--- src/rtl/led_pkg.sv ---
`default_nettype none
// ============================================================================
// Module      : led_pkg
// Description : Shared mode encodings for the LED pattern generator.
// Revision    : 1.0 - initial release
// ============================================================================
package led_pkg;

    typedef enum logic [1:0] {
        c_MODE_UP     = 2'd0,
        c_MODE_DOWN   = 2'd1,
        c_MODE_BOUNCE = 2'd2,
        c_MODE_HOLD   = 2'd3
    } led_mode_e;

endpackage
`default_nettype wire

--- src/rtl/tick_gen.sv ---
`default_nettype none
// ============================================================================
// Module      : tick_gen
// Description : Free-running prescaler; wrap is high on the last count of
//               each period while enabled.
// Revision    : 1.0 - initial release
// ============================================================================
module tick_gen #(
    parameter int TICK_CYCLES = 100000000
) (
    input  logic clk100,
    input  logic clr,
    input  logic en,
    output logic wrap
);

    localparam int              c_CW   = $clog2(TICK_CYCLES);
    localparam logic [c_CW-1:0] c_LAST = c_CW'(TICK_CYCLES - 1);

    logic [c_CW-1:0] r_count;

    always_ff @(posedge clk100) begin
        if (clr) begin
            r_count <= '0;
        end else if (en) begin
            if (r_count == c_LAST) begin
                r_count <= '0;
            end else begin
                r_count <= r_count + c_CW'(1);
            end
        end
    end

    assign wrap = en & (r_count == c_LAST);

endmodule
`default_nettype wire

--- src/rtl/led_pattern_gen.sv ---
`default_nettype none
// ============================================================================
// Module      : led_pattern_gen
// Description : LED pattern generator (count up/down, one-hot bounce, hold)
//               advanced by a prescaler wrap or a manual step pulse.
// Revision    : 1.0 - initial release
// ============================================================================
module led_pattern_gen
    import led_pkg::*;
#(
    parameter int TICK_CYCLES = 100000000,
    parameter int WIDTH       = 8
) (
    input  logic             clk100,
    input  logic             clr,
    input  logic             en,
    input  logic             step,
    input  logic [1:0]       mode,
    output logic [WIDTH-1:0] led_vals,
    output logic             tick
);

    led_mode_e        w_mode;
    logic             w_wrap;
    logic             w_mode_chg;
    logic             w_adv;

    led_mode_e        r_mode_q;
    logic             r_dir;
    logic [WIDTH-1:0] r_led;
    logic             r_tick;

    tick_gen #(
        .TICK_CYCLES (TICK_CYCLES)
    ) u_tick (
        .clk100 (clk100),
        .clr    (clr),
        .en     (en),
        .wrap   (w_wrap)
    );

    assign w_mode     = led_mode_e'(mode);
    assign w_mode_chg = (w_mode != r_mode_q);
    assign w_adv      = w_wrap | step;

    // A mode-change edge takes priority and swallows any coincident advance.
    always_ff @(posedge clk100) begin
        if (clr) begin
            r_led    <= '0;
            r_dir    <= 1'b0;
            r_mode_q <= c_MODE_UP;
            r_tick   <= 1'b0;
        end else begin
            r_tick <= w_wrap;
            if (w_mode_chg) begin
                r_mode_q <= w_mode;
                if (w_mode == c_MODE_BOUNCE) begin
                    r_led <= WIDTH'(1);
                    r_dir <= 1'b0;
                end
            end else if (w_adv) begin
                case (r_mode_q)
                    c_MODE_UP:   r_led <= r_led + WIDTH'(1);
                    c_MODE_DOWN: r_led <= r_led - WIDTH'(1);
                    c_MODE_BOUNCE: begin
                        if (!r_dir) begin
                            if (r_led[WIDTH-1]) begin
                                r_dir <= 1'b1;
                                r_led <= r_led >> 1;
                            end else begin
                                r_led <= r_led << 1;
                            end
                        end else begin
                            if (r_led[0]) begin
                                r_dir <= 1'b0;
                                r_led <= r_led << 1;
                            end else begin
                                r_led <= r_led >> 1;
                            end
                        end
                    end
                    default: r_led <= r_led;
                endcase
            end
        end
    end

    assign led_vals = r_led;
    assign tick     = r_tick;

endmodule
`default_nettype wire

--- config.mk ---
export PLATFORM = sky130hd
export DESIGN_NAME = led_pattern_gen
export DESIGN_NICKNAME = d
export VERILOG_FILES = /design/src/rtl/led_pkg.sv /design/src/rtl/tick_gen.sv /design/src/rtl/led_pattern_gen.sv
export SDC_FILE = /design/constraint.sdc
export NUM_CORES = 1
export LEC_CHECK = 0
export BUFFER_PORTS_ARGS = -buffer_cell sky130_fd_sc_hd__buf_2
export CAP_MARGIN = 30
export CORE_MARGIN = 2
export CORE_UTILIZATION = 65
export CTS_CLUSTER_DIAMETER = 150
export DETAILED_ROUTE_END_ITERATION = 8
export PLACE_DENSITY = 0.85
export SYNTH_ARGS = -nofsm -noshare
export SYNTH_HDL_FRONTEND = slang
export SYNTH_SLANG_ARGS = --single-unit
--- constraint.sdc ---
create_clock -name clk100 -period 6.05 [get_ports clk100]
set_clock_uncertainty 0.1 [all_clocks]
set_input_delay 0.3025 -clock clk100 [delete_from_list [all_inputs] [get_ports clk100]]
set_output_delay 0.3025 -clock clk100 [all_outputs]
set_load 0.01 [all_outputs]
# Word-level counts from Yosys, hierarchy flattened
# Cells that the tools add are included.
[op_classes] n_addsub=3 eq_ne=6 muxes=15 bitwise=2 n_reduce_logical=6
[ops] op="8-bit two-way mux" n=6
[ops] op="27-bit by 1-bit adder with 27-bit output, second input constant" n=1
[ops] op="27-bit == test, second input constant" n=1
[ops] op="27-bit two-way mux" n=1
[ops] op="8-bit one-hot mux with 3 select lines" n=1
[ops] op="8-bit by 1-bit adder with 8-bit output, second input constant" n=1
[ops] op="8-bit by 1-bit subtractor with 8-bit output, second input constant" n=1
[ops] op="1-bit two-way mux" n=7
[ops] op="3-bit AND reduction" n=2
[ops] op="2-bit == test, second input constant" n=2
[ops] op="2-bit nonzero test" n=2
[ops] op="4-bit nonzero test" n=1
[ops] op="2-bit by 1-bit == test with 1-bit output, second input constant" n=1
[ops] op="2-bit zero test" n=1
[ops] op="2-bit by 1-bit != test with 1-bit output, second input constant" n=1
[ops] op="2-bit != test" n=1
[ops] op="1-bit AND" n=1
[ops] op="1-bit OR" n=1
[word_totals] ff_bits=39 in_bits=6 out_inout_bits=9 word_cells=37

# Longest topological paths before layout
[depth] word_depth=5 depth_mapped=9 mapped_depth_nobuf=8

# Modules after synthesis
# Synthesis repeated with hierarchy kept, for this count alone.
[unflattened] cells_unflattened=306 hier_area_um2=2466.1
[by_module_without_submodules] module="tick_gen" n_inst=1 cells_per_inst=162 area_each_um2=1337.5 seq_area_each_um2=540.5
[by_module_without_submodules] module="led_pattern_gen" n_inst=1 cells_per_inst=144 area_each_um2=1128.6 seq_area_each_um2=240.2

# Worst setup path after synthesis
# No wires, ideal clock.
[synth_timing] path_type="register to register" start="register r_mode_q[1]" end="register r_led[6] (netlist: led_vals[6])" setup_ns=0.117 arrival_time_ns=2.013 required_ns=5.833 path_slack_ns=3.820 stages_incl_launch_ff=10 path_buffers=1 period_less_slack_ns=2.230 cell_sequence="dfxtp_1 -> buf_2 -> nand2b_1 -> xnor2_1 -> ha_1 -> nor4_1 -> a21oi_1 -> mux2i_1 -> o221ai_1 -> a32o_1"
[synth_via] elab_chain_cells=4 word_cells_on_any_way=11 classes_between="4 x eq/ne; 3 x mux; 4 x reduce/logical"
[synth_lines] item="from (decl)" line_no="led_pattern_gen.sv:28" rtl="led_mode_e r_mode_q;"
[synth_lines] item="from (signal assigned)" line_no="led_pattern_gen.sv:51" rtl="r_mode_q <= c_MODE_UP;"
[synth_lines] item="from (signal assigned)" line_no="led_pattern_gen.sv:56" rtl="r_mode_q <= w_mode;"
[synth_lines] item="2-bit == test (tied with other cells)" line_no="led_pattern_gen.sv:62" rtl="case (r_mode_q)"
[synth_lines] item="8-bit one-hot mux with 3 select lines" line_no="led_pattern_gen.sv:62"
[synth_lines] item="8-bit two-way mux" line_no="led_pattern_gen.sv:61" rtl="end else if (w_adv) begin"
[synth_lines] item="8-bit two-way mux" line_no="led_pattern_gen.sv:55" rtl="if (w_mode_chg) begin"
[synth_lines] item="to (signal assigned)" line_no="led_pattern_gen.sv:63" rtl="c_MODE_UP: r_led <= r_led + WIDTH'(1);"
[synth_lines] item="to (signal assigned)" line_no="led_pattern_gen.sv:64" rtl="c_MODE_DOWN: r_led <= r_led - WIDTH'(1);"
[synth_lines] item="to (signal assigned)" line_no="led_pattern_gen.sv:69" rtl="r_led <= r_led >> 1;"
[synth_lines] item="to (decl)" line_no="led_pattern_gen.sv:30" rtl="logic [WIDTH-1:0] r_led;"
# Parallel ways exist; a longest one is shown, timed or not. The select of a mux whose other input is x is not followed.
# A chain may end at the register's enable or synchronous reset.

# Worst setup path in the final report
[layout_timing] start="register r_mode_q[0]" end="register r_led[6] (netlist: led_vals[6])"
# The elaborated chain is that of the path after synthesis.

==> results.toml <==
[run_status]
run_status = "complete, no violations"

[floorplanning]
ioPinCount = 15
height_of_the_chip_um = 63.4
floorplan.initialDensity_pct = 68.2
fp.dieW_um = 63.4
core_area_um2 = 3360
row_count = 21
floorplan.die_area_um2 = 4020

[synthesis]
most_frequent_cells_after_synthesis = "sky130_fd_sc_hd__dfxtp_1, sky130_fd_sc_hd__nor2_1, sky130_fd_sc_hd__xnor2_1"
synth-edff-count = 0
yosysWarningCount = 0
syn-mean-instance-area_um2 = 8.10
postSynthNetCount = 291
yosys.cell_types.count = 51
postSynth.asyncResetShare_pct = 0
synth.area.top_cells = "sky130_fd_sc_hd__dfxtp_1, sky130_fd_sc_hd__xnor2_1, sky130_fd_sc_hd__nor2_1"
synthDominantAreaCellType = "sky130_fd_sc_hd__dfxtp_1"
netlist_instances = 283
seq_area_frac_synth_pct = 34.1
synth_ff_type = "sky130_fd_sc_hd__dfxtp_1"
ys_ff_latch = 39
yosys.area.top_type_share_pct = 34.1
post_synth_instance_area_um2 = 2290
yosys.cell_count.top_type = "sky130_fd_sc_hd__dfxtp_1"

[sta]
fmaxAchievable_mhz = 397
count_of_pins_over_their_slew_limit = 0
setup_violations = 0
setup_total_negative_slack_ns = 0
setup_slack_ns = 3.53
final-hold-violation-count = 0
worstMarginPinSlew_ns = 0.880
rsz_0062_raised_after_global_routing = "no"
relSlewSlack_pct = 41.2
final.period_utilization_pct = 41.6
final_period_minus_worst_setup_slack_ns = 2.52

[worst_hold_path]
hold_start = "mode[1]"
worst_hold_path.num_cells = 2
whs_endpoint = "r_mode_q[1]"
worstHoldPathType = "primary input to register"

[worst_setup_path]
critical_path_peak_fanout = 12
crit-reg2reg-capture = "led_vals[6]"
reg2reg_setup_slack_ns = 3.53
crit_path_start_kind = "register"
worst_setup_path_class = "register to register"
worstPathRequired_ns = 6.19
worst_setup_path_end_kind = "register"
timing.reg2reg.worst_path_depth = 8
crit_arrival_ns = 2.66
rr_startpoint = "r_mode_q[0]"

[power]
peakVddDrop_uv = 126
finalPower_uw = 459
total_leakage_power_uw = 0.000812
power_density_nw_per_um2 = 192

[clock_network]
cts-root-to-sink-buffers = 2
cts_post_setup_buffers_inserted = 0
post_cts_sizing_count = 0
tritoncts = "built"
clk_root_buffer_cell = "sky130_fd_sc_hd__clkbuf_4"
ctsHtreeMaxLevel = 2
clock_insertion_delay_worst_skew_ns = 0.35
clock-sinks = 39
clock_pin_slew_worst_setup_and_hold_paths_ns = 0.11
cts_hold_repair.buffers = 0
cts_buffers = 5

[route]
detail_route.wl_per_cell_um = 13.9
routed_via_density = 6.09
wirelength_mm = 4.62
remaining_drc_errors = 0
first_pass_iters = 4
detailroute.via_count = 2027
detail_route.iter0.violations = 137
final_antenna_net_count = 0

[place]
buffer_ports.inserted = 14
place_hpwl_mm = 3.27
place_congestion = 0.899
pre_cts_slack_ns = 3.58

[final_layout]
final_layout_size_suffix_gt1_share_pct = 9.06
nFillCells = 288
area_growth_pct = 4.26
final_net_count = 296
antenna_cells = 0
final_core_util_pct = 71.1

[global_route]
grt_pass1_wl_mm = 7.83
initial_antenna_violation_count = 0
grt_use_total_pct = 24.5
globalRouteOverflowTotal = 0
grt_pass1_vias = 1842
grt_start_max_net_pins = 28

[job]
timing.max_cap.violations = 0
==> through the flow <==
step	hold slack, ns	std cells	instance area, um^2
2_1_floorplan	0.331	283	2290
3_3_place_gp	0.381	327	2350
3_5_place_dp	0.393	327	2350
4_1_cts	0.119	333	2390
5_1_grt	0.135	333	2390
6_report	0.127	333	2390
==> cell type report <==
class	count	area (um^2)	area share, %
repair buffers	15	77.6	3.25
clock buffers	6	41.3	1.73
multi-input cells	217	1400	58.4
flip-flops and latches	39	781	32.7
well taps	46	57.6	2.41
inverters	10	37.5	1.57
==> registers in the layout (all words and copies together) (netlist names) <==
register	flops
r_dir	1
u_tick.r_count	27
r_mode_q	2
tick	1
led_vals	8
==> worst max-delay path by stage <==
stage / from / to
after floorplan: r_mode_q[1] / led_vals[6]
after global placement: r_mode_q[0] / led_vals[6]
after detailed placement: r_mode_q[0] / led_vals[6]
after CTS: r_mode_q[0] / led_vals[6]
after global routing: r_mode_q[0] / led_vals[6]
final: r_mode_q[0] / led_vals[6]
==> critical path, cell delays in order (launching register included) <==
cell,delay (ns)
sky130_fd_sc_hd__dfxtp_1,0.53
sky130_fd_sc_hd__nand2b_1,0.20
sky130_fd_sc_hd__xnor2_1,0.17
sky130_fd_sc_hd__ha_1,0.27
sky130_fd_sc_hd__nor4_1,0.43
sky130_fd_sc_hd__a21oi_1,0.15
sky130_fd_sc_hd__mux2i_1,0.18
sky130_fd_sc_hd__o221ai_1,0.12
sky130_fd_sc_hd__a32o_1,0.27
==> cell usage in the layout, fill, tap and decap left out, types with 2 or more instances in the layout <==
cell                        n
sky130_fd_sc_hd__dfxtp_1   39
sky130_fd_sc_hd__nor2_1    31
sky130_fd_sc_hd__xnor2_1   22
sky130_fd_sc_hd__a21oi_1   18
sky130_fd_sc_hd__nand2_1   16
sky130_fd_sc_hd__nand3_1   16
sky130_fd_sc_hd__o21ai_0   14
sky130_fd_sc_hd__buf_2     14
sky130_fd_sc_hd__inv_1     10
sky130_fd_sc_hd__nor4_1     9
sky130_fd_sc_hd__and4_1     7
sky130_fd_sc_hd__nand2b_1   6
sky130_fd_sc_hd__nor3_1     6
sky130_fd_sc_hd__xor2_1     6
sky130_fd_sc_hd__nand4_1    5
sky130_fd_sc_hd__nor2b_1    5
sky130_fd_sc_hd__or3_1      5
sky130_fd_sc_hd__clkbuf_4   5
sky130_fd_sc_hd__mux2i_1    4
sky130_fd_sc_hd__and3_1     3
sky130_fd_sc_hd__nor4b_1    3
sky130_fd_sc_hd__a31oi_1    3
sky130_fd_sc_hd__a32o_1     3
sky130_fd_sc_hd__and3b_1    2
sky130_fd_sc_hd__o31ai_2    2
sky130_fd_sc_hd__a311oi_1   2
sky130_fd_sc_hd__a21o_1     2
sky130_fd_sc_hd__a22o_1     2
sky130_fd_sc_hd__o211ai_1   2
sky130_fd_sc_hd__nor3b_1    2
sky130_fd_sc_hd__ha_1       2
==> cell families (layout without fill, tap and decap cells) <==
logic type                 after synthesis  count (layout)  synth area share (%)
muxes                                    4               4                  1.75
xor gates and xnor gates                28              28                  10.7
and+or+nand+nor                        122             122                  29.0
buffers and inverters                   27              31                  5.08
adders and majority gates                2               2                  1.09
DFF                                     39              39                  34.1
AOI/OAI and AO/OA                       61              61                  18.3
==> where the power goes <==
| group | internal [uW] | total, uW | switching [uW] |
|---|---|---|---|
| logic | 28.9 | 64.9 | 36.0 |
| registers | 262 | 274 | 11.9 |
| clock network | 41.4 | 120 | 78.7 |
| total | 332 | 459 | 127 |
==> metal layers <==
metal / vias up / share of wire (%) / track usage, %
met4: 0 / 1.3 / 9.78
li1: 1039 / - / -
met1: 941 / 46 / 28.7
met3: 7 / 3.5 / 5.36
met5: - / 0 / 0
met2: 40 / 49 / 43.0
Note: power is estimated with default switching activity, not from simulation.
